===== config.mk =====
export PLATFORM = sky130hd
export DESIGN_NAME = redmule_z_sched
export DESIGN_NICKNAME = d
export VERILOG_FILES = /design/src/rtl/redmule_pkg.sv /design/src/rtl/redmule_z_sched.sv
export SDC_FILE = /design/constraint.sdc
export NUM_CORES = 1
export LEC_CHECK = 0
export BUFFER_PORTS_ARGS = -buffer_cell sky130_fd_sc_hd__buf_2
export CAP_MARGIN = 40
export CORE_MARGIN = 2
export CORE_UTILIZATION = 30
export CTS_BUF_LIST = sky130_fd_sc_hd__clkbuf_4 sky130_fd_sc_hd__clkbuf_8
export CTS_CLUSTER_SIZE = 20
export DETAILED_ROUTE_END_ITERATION = 16
export GPL_ROUTABILITY_DRIVEN = 1
export GPL_TIMING_DRIVEN = 0
export PLACE_DENSITY = 0.61
export SLEW_MARGIN = 20
export SYNTH_ARGS = -nofsm -noshare
export SYNTH_HDL_FRONTEND = slang
export SYNTH_SLANG_ARGS = --single-unit

===== constraint.sdc =====
create_clock -name clk_i -period 3.4 [get_ports clk_i]
set_input_delay 0.68 -clock clk_i [delete_from_list [all_inputs] [get_ports clk_i]]
set_output_delay 0.68 -clock clk_i [all_outputs]
set_load 0.01 [all_outputs]

===== src/rtl/redmule_pkg.sv =====
// rtl/redmule_pkg.sv - shared types for the RedMulE Z-buffer scheduler
// Purpose: job configuration, Z-buffer control/flag bundles and scheduler
//          state encoding shared by the scheduler and its neighbours.
package redmule_pkg;

  localparam int unsigned ARRAY_WIDTH = 4;
  localparam int unsigned CFG_W       = 16;

  // Job configuration latched by the scheduler on start.
  typedef struct packed {
    logic [CFG_W-1:0] y_width;
    logic [CFG_W-1:0] y_height;
    logic [CFG_W-1:0] z_width;
    logic [CFG_W-1:0] z_height;
    logic [CFG_W-1:0] n_tiles;
    logic             bias_en;
  } z_sched_cfg_t;

  // Scheduler -> Z-buffer control.
  typedef struct packed {
    logic             y_valid;
    logic             y_push_enable;
    logic             fill;
    logic             ready;
    logic [CFG_W-1:0] y_width;
    logic [CFG_W-1:0] y_height;
    logic [CFG_W-1:0] z_width;
    logic [CFG_W-1:0] z_height;
  } z_buffer_ctrl_t;

  // Z-buffer -> scheduler flags.
  typedef struct packed {
    logic y_ready;
    logic loaded;
    logic y_pushed;
    logic empty;
  } z_buffer_flgs_t;

  typedef enum logic [2:0] {
    IDLE,
    LOAD_Y,
    PUSH_Y,
    WAIT_FILL,
    STORE,
    DONE
  } z_sched_state_e;

endpackage


===== src/rtl/redmule_z_sched.sv =====
// rtl/redmule_z_sched.sv - Z-buffer job scheduler for RedMulE
// Purpose: sequences one job of n_tiles tiles through optional Y-bias load,
//          Y push into the engine, Z-row fill from the engine and Z store.
// Ports:
//   clk_i, rst_i (sync, active-high), clear_i (soft clear), start_i, cfg_i
//   y_stream_valid_i / y_stream_ready_o    : Y-load handshake
//   engine_z_valid_i / engine_z_ready_o    : engine result-row handshake
//   engine_ready_i, z_stream_ready_i       : engine / Z-store sink readiness
//   buf_flags_i, buf_ctrl_o, buf_clear_o   : Z-buffer interface
//   busy_o, done_o, tile_o                 : status
// Optional: REDMULE_ZSCHED_PERF_EN adds stall_y_o / stall_z_o stall counters.
module redmule_z_sched
  import redmule_pkg::*;
#(
  parameter int unsigned Width = ARRAY_WIDTH,
  parameter int unsigned Depth = 16,
  parameter int unsigned TileW = 16
) (
  input  logic           clk_i,
  input  logic           rst_i,
  input  logic           clear_i,
  input  logic           start_i,
  input  z_sched_cfg_t   cfg_i,
  input  logic           y_stream_valid_i,
  output logic           y_stream_ready_o,
  input  logic           engine_z_valid_i,
  output logic           engine_z_ready_o,
  input  logic           engine_ready_i,
  input  logic           z_stream_ready_i,
  input  z_buffer_flgs_t buf_flags_i,
  output z_buffer_ctrl_t buf_ctrl_o,
  output logic           buf_clear_o,
  output logic           busy_o,
  output logic           done_o,
  output logic [TileW-1:0] tile_o
`ifdef REDMULE_ZSCHED_PERF_EN
  ,
  output logic [31:0]    stall_y_o,
  output logic [31:0]    stall_z_o
`endif
);

  // A tile never holds more rows than the larger buffer dimension.
  localparam int unsigned RowMax = (Width > Depth) ? Width : Depth;
  localparam int unsigned CntW   = $clog2(RowMax) + 1;

  z_sched_state_e   state_q, state_d;
  z_sched_cfg_t     cfg_q, cfg_d;
  logic [CntW-1:0]  fill_cnt_q, fill_cnt_d;
  logic [TileW-1:0] tile_q, tile_d;

  logic             clr;
  logic             fill;
  logic             last_fill;
  logic             last_tile;
  logic [CFG_W-1:0] tiles_m1;

`ifdef REDMULE_ZSCHED_PERF_EN
  logic [31:0] stall_y_q, stall_y_d;
  logic [31:0] stall_z_q, stall_z_d;
`endif

  assign clr       = rst_i | clear_i;
  assign last_fill = (CFG_W'(fill_cnt_q) == (cfg_q.z_height - CFG_W'(1)));
  // A zero tile count behaves as a single tile.
  assign tiles_m1  = (cfg_q.n_tiles == '0) ? '0 : (cfg_q.n_tiles - CFG_W'(1));
  assign last_tile = (tile_q == TileW'(tiles_m1));

  always_comb begin
    state_d          = state_q;
    cfg_d            = cfg_q;
    fill_cnt_d       = fill_cnt_q;
    tile_d           = tile_q;
    buf_ctrl_o       = '0;
    y_stream_ready_o = 1'b0;
    engine_z_ready_o = 1'b0;
    done_o           = 1'b0;
    busy_o           = (state_q != IDLE);

    buf_ctrl_o.y_width  = cfg_q.y_width;
    buf_ctrl_o.y_height = cfg_q.y_height;
    buf_ctrl_o.z_width  = cfg_q.z_width;
    buf_ctrl_o.z_height = cfg_q.z_height;

    unique case (state_q)
      IDLE: begin
        if (start_i) begin
          cfg_d      = cfg_i;
          fill_cnt_d = '0;
          tile_d     = '0;
          state_d    = cfg_i.bias_en ? LOAD_Y : WAIT_FILL;
        end
      end
      LOAD_Y: begin
        buf_ctrl_o.y_valid = y_stream_valid_i;
        y_stream_ready_o   = buf_flags_i.y_ready;
        if (buf_flags_i.loaded) state_d = PUSH_Y;
      end
      PUSH_Y: begin
        buf_ctrl_o.y_push_enable = engine_ready_i;
        engine_z_ready_o         = 1'b1;
        if (buf_flags_i.y_pushed) state_d = WAIT_FILL;
      end
      WAIT_FILL: begin
        engine_z_ready_o = 1'b1;
      end
      STORE: begin
        buf_ctrl_o.ready = z_stream_ready_i;
        if (buf_flags_i.empty) begin
          if (last_tile) begin
            state_d = DONE;
          end else begin
            tile_d  = tile_q + 1'b1;
            state_d = cfg_q.bias_en ? LOAD_Y : WAIT_FILL;
          end
        end
      end
      DONE: begin
        done_o  = 1'b1;
        tile_d  = '0;
        state_d = IDLE;
      end
      default: state_d = IDLE;
    endcase

    // The final row of a tile wins over a pending Y push: the push is dropped.
    fill            = engine_z_valid_i & engine_z_ready_o;
    buf_ctrl_o.fill = fill;
    if (fill) begin
      if (last_fill) begin
        fill_cnt_d = '0;
        state_d    = STORE;
      end else begin
        fill_cnt_d = fill_cnt_q + 1'b1;
      end
    end

    if (clr) begin
      buf_ctrl_o       = '0;
      y_stream_ready_o = 1'b0;
      engine_z_ready_o = 1'b0;
      done_o           = 1'b0;
      busy_o           = 1'b0;
    end
  end

`ifdef REDMULE_ZSCHED_PERF_EN
  always_comb begin
    stall_y_d = stall_y_q;
    stall_z_d = stall_z_q;
    if (state_q == IDLE && start_i) begin
      stall_y_d = '0;
      stall_z_d = '0;
    end else begin
      if (state_q == LOAD_Y && !y_stream_valid_i) stall_y_d = stall_y_q + 32'd1;
      if (state_q == STORE && !z_stream_ready_i)  stall_z_d = stall_z_q + 32'd1;
    end
  end

  assign stall_y_o = clr ? '0 : stall_y_q;
  assign stall_z_o = clr ? '0 : stall_z_q;
`endif

  assign buf_clear_o = clr;
  assign tile_o      = clr ? '0 : tile_q;

  always_ff @(posedge clk_i) begin
    if (rst_i || clear_i) begin
      state_q    <= IDLE;
      cfg_q      <= '0;
      fill_cnt_q <= '0;
      tile_q     <= '0;
`ifdef REDMULE_ZSCHED_PERF_EN
      stall_y_q  <= '0;
      stall_z_q  <= '0;
`endif
    end else begin
      state_q    <= state_d;
      cfg_q      <= cfg_d;
      fill_cnt_q <= fill_cnt_d;
      tile_q     <= tile_d;
`ifdef REDMULE_ZSCHED_PERF_EN
      stall_y_q  <= stall_y_d;
      stall_z_q  <= stall_z_d;
`endif
    end
  end

endmodule


==> metrics <==
Final ANT Viol Nets 0; Syn Inst Count 796; die height 144 um; P_sw 814 uW; r2r endpoint state_q[2]; status finished clean; Syn Area/Cell 7.41 sq um; FP Rows 51; reg2reg setup slack 0.19 ns; Crit path arrival time 3.54 ns; final estimated routing congestion in global placement 0.884; RSZ-0062 raised after global routing no; # H-tree levels 3; DR vias 6093; Worst Hold Class reg2reg; commonest cells after routing, fill and taps aside nand2_1, buf_2, dfxtp_1; post-layout instance area 7400 sq um; cts hold-fix bufs 0; Via density 4.83; number of synthesized flops with an enable pin 0; Slew Limit Fails 0; DP Wirelength 14100 um; Clock Power Share 32.9%; Yosys warnings 0; count of unique library cells instantiated by Yosys 66; count of final setup violators 0; DIE WIDTH 144 um; Synth Flop Type dfxtp_1; die area 20800 sq um; drc violations 0; 1st-iter DRT viols 307; most common cell after layout, fill and taps aside nand2_1; Worst EP required 3.74 ns; layout cells sized above 1 22.6%; GRT Util Overall 17.5%; Filler cells 2172; syn_nets 893; first-pass GRT wire length 28400 um; Fin. Hold Viols 0; synthesized area 5900 sq um; area leader, netlist dfxtp_1; core footprint 19400 sq um; area grow syn2layout 25.4%; Num CTS Buffers 9; Sw Share 30.7%; CTS sink count 105; gr ovfl total 0; I/O pin count 182; vias in the first global route 5649; Final Instance Count excl. Fillers 1262; antenna violations before repair 3; Final Skew 0.0118 ns; RR Startpoint cfg_q[1]; worst-path fanout max 7; pin count of the biggest net entering global routing 20; Starting Density 30.4%; CTS Buffer Depth 2; placed inst area 7140 sq um; Internal Power 1840 uW; actual slew at the worst max-slew pin 0.698 ns; Worst-path clk slew 0.11 ns; cells on worst reg2reg path 11; WL/cell 14.4 um; Setup TNS 0 ns; maxcap violations 0; routed wire length 18200 um; share of flip-flops with an asynchronous set or reset 0%; synth top area cells dfxtp_1, nand2_1, and2_1; root buffer cell clkbuf_8; Synth top area share 35.7%; fin crit period 3.21 ns; port bufs 181; crit start category register; hold path start cfg_q[61]; first-pass iteration count of the detailed router 5; Comb power frac 18.6%; #FFs+latches synth 105; sequential group share of total power 48.5%; P_leak 0.00314 uW; sequential share of the synthesized area 35.7%; Setup crit end kind register; Worst-Skew Late Latency 0.40 ns; Hold WS 0.454 ns; Max Fclk 312 MHz; Worst slew margin 53.4%; CTS tree done; critical path type reg2reg; placed insts 1243; worst hold stages 2; Final Net Count 1088; Max IR drop VDD 230 uV; final worst path period share 94.3%; Min-Delay Endpoint cfg_q[61]; Pwr Density 359 nW/um^2
logic make-up after synthesis:
kind of cell	synth area share (%)
and+or+nand+nor	38.3
muxes	2.99
AOI/OAI and AO/OA	15.0
DFF	35.7
buffers and inverters	4.71
adders and majority gates	0.849
xor gates and xnor gates	2.53
critical path, stage by stage, from the launching register on:
cell,delay [ns]
dfxtp_1,0.41
inv_1,0.09
ha_2,0.25
or4b_1,0.57
nor4_2,0.21
mux2i_1,0.29
xor2_1,0.22
nor4bb_1,0.33
and4_1,0.23
a31oi_1,0.16
nand2b_1,0.21
a21oi_1,0.15
synthesized netlist by cell type (5+ instances only):
cell / instances
nor3_1: 10
dfxtp_1: 105
and2_1: 81
o22ai_1: 5
nor4_1: 9
nand3_1: 18
a31oi_1: 10
nand2b_1: 8
or3_1: 13
nand3b_1: 5
nor2b_1: 6
nand4_1: 10
or4_1: 7
xnor2_1: 9
mux2i_1: 15
inv_1: 11
nor2_1: 40
o21ai_0: 9
nand2_1: 188
o21ai_1: 7
a21oi_1: 96
clkbuf_1: 47
and3_1: 8
xor2_1: 8
and4_1: 8
timing repair:
action,in CTS,in global routing
setup buffers,0,2
gates resized for setup,1,2
setup endpoints to repair,3,15
power groups by stage:
stage | Clock [uW] | Sequential (uW) | Combinational (uW)
2_1_floorplan | 0 | 1310 | 327
4_1_cts | 906 | 1290 | 491
5_1_grt | 940 | 1290 | 549
3_5_place_dp | 0 | 1320 | 489
3_3_place_gp | 0 | 1320 | 485
6_report | 873 | 1290 | 493
layer usage:
layer | vias up | wire length (um) | track usage [%] | part of all wire [%]
li1 | 3129 | - | - | -
met1 | 2779 | 8180 | 21.6 | 45
met2 | 161 | 8470 | 29.3 | 46
met3 | 22 | 1290 | 5.66 | 7.1
met4 | 2 | 270 | 4.80 | 1.5
met5 | - | 16 | 0 | 0.088
state kept, by name, indices dropped and copies added (netlist names):
register / flops
tile_q: 16
fill_cnt_q: 5
state_q: 3
cfg_q: 81
per-stage QoR:
stage	utilization, %	total power (uW)	worst slack [ns]
final	38.1	2660	0.194
after global routing	38.1	2780	0.0467
after CTS	38.0	2690	0.111
after detailed placement	36.8	1810	-0.00370
after global placement	36.8	1800	0.00961
after floorplan	-	1640	0.593
layout make-up:
| type | instances | area (sq um) | area share, % |
|---|---|---|---|
| inverter | 11 | 41.3 | 0.558 |
| antenna | 1 | 2.50 | 0.0338 |
| clock buffer | 10 | 138 | 1.86 |
| tap | 265 | 332 | 4.48 |
| timing repair buffer | 184 | 926 | 12.5 |
| clock inverter | 6 | 85.1 | 1.15 |
| buffer | 56 | 236 | 3.20 |
| sequential | 105 | 2100 | 28.4 |
| multi-input combinational | 624 | 3530 | 47.8 |
worst max path at each step:
stage               startpoint          to  slack (ns)
CTS                   cfg_q[1]  tile_q[15]        0.11
floorplan             cfg_q[1]  tile_q[14]        0.59
global placement      cfg_q[1]  tile_q[15]        0.01
detailed placement    cfg_q[1]  tile_q[15]      -0.004
global route          cfg_q[1]  state_q[1]        0.05
finish                cfg_q[1]  state_q[2]        0.19
(Power assumes the default switching activity.)
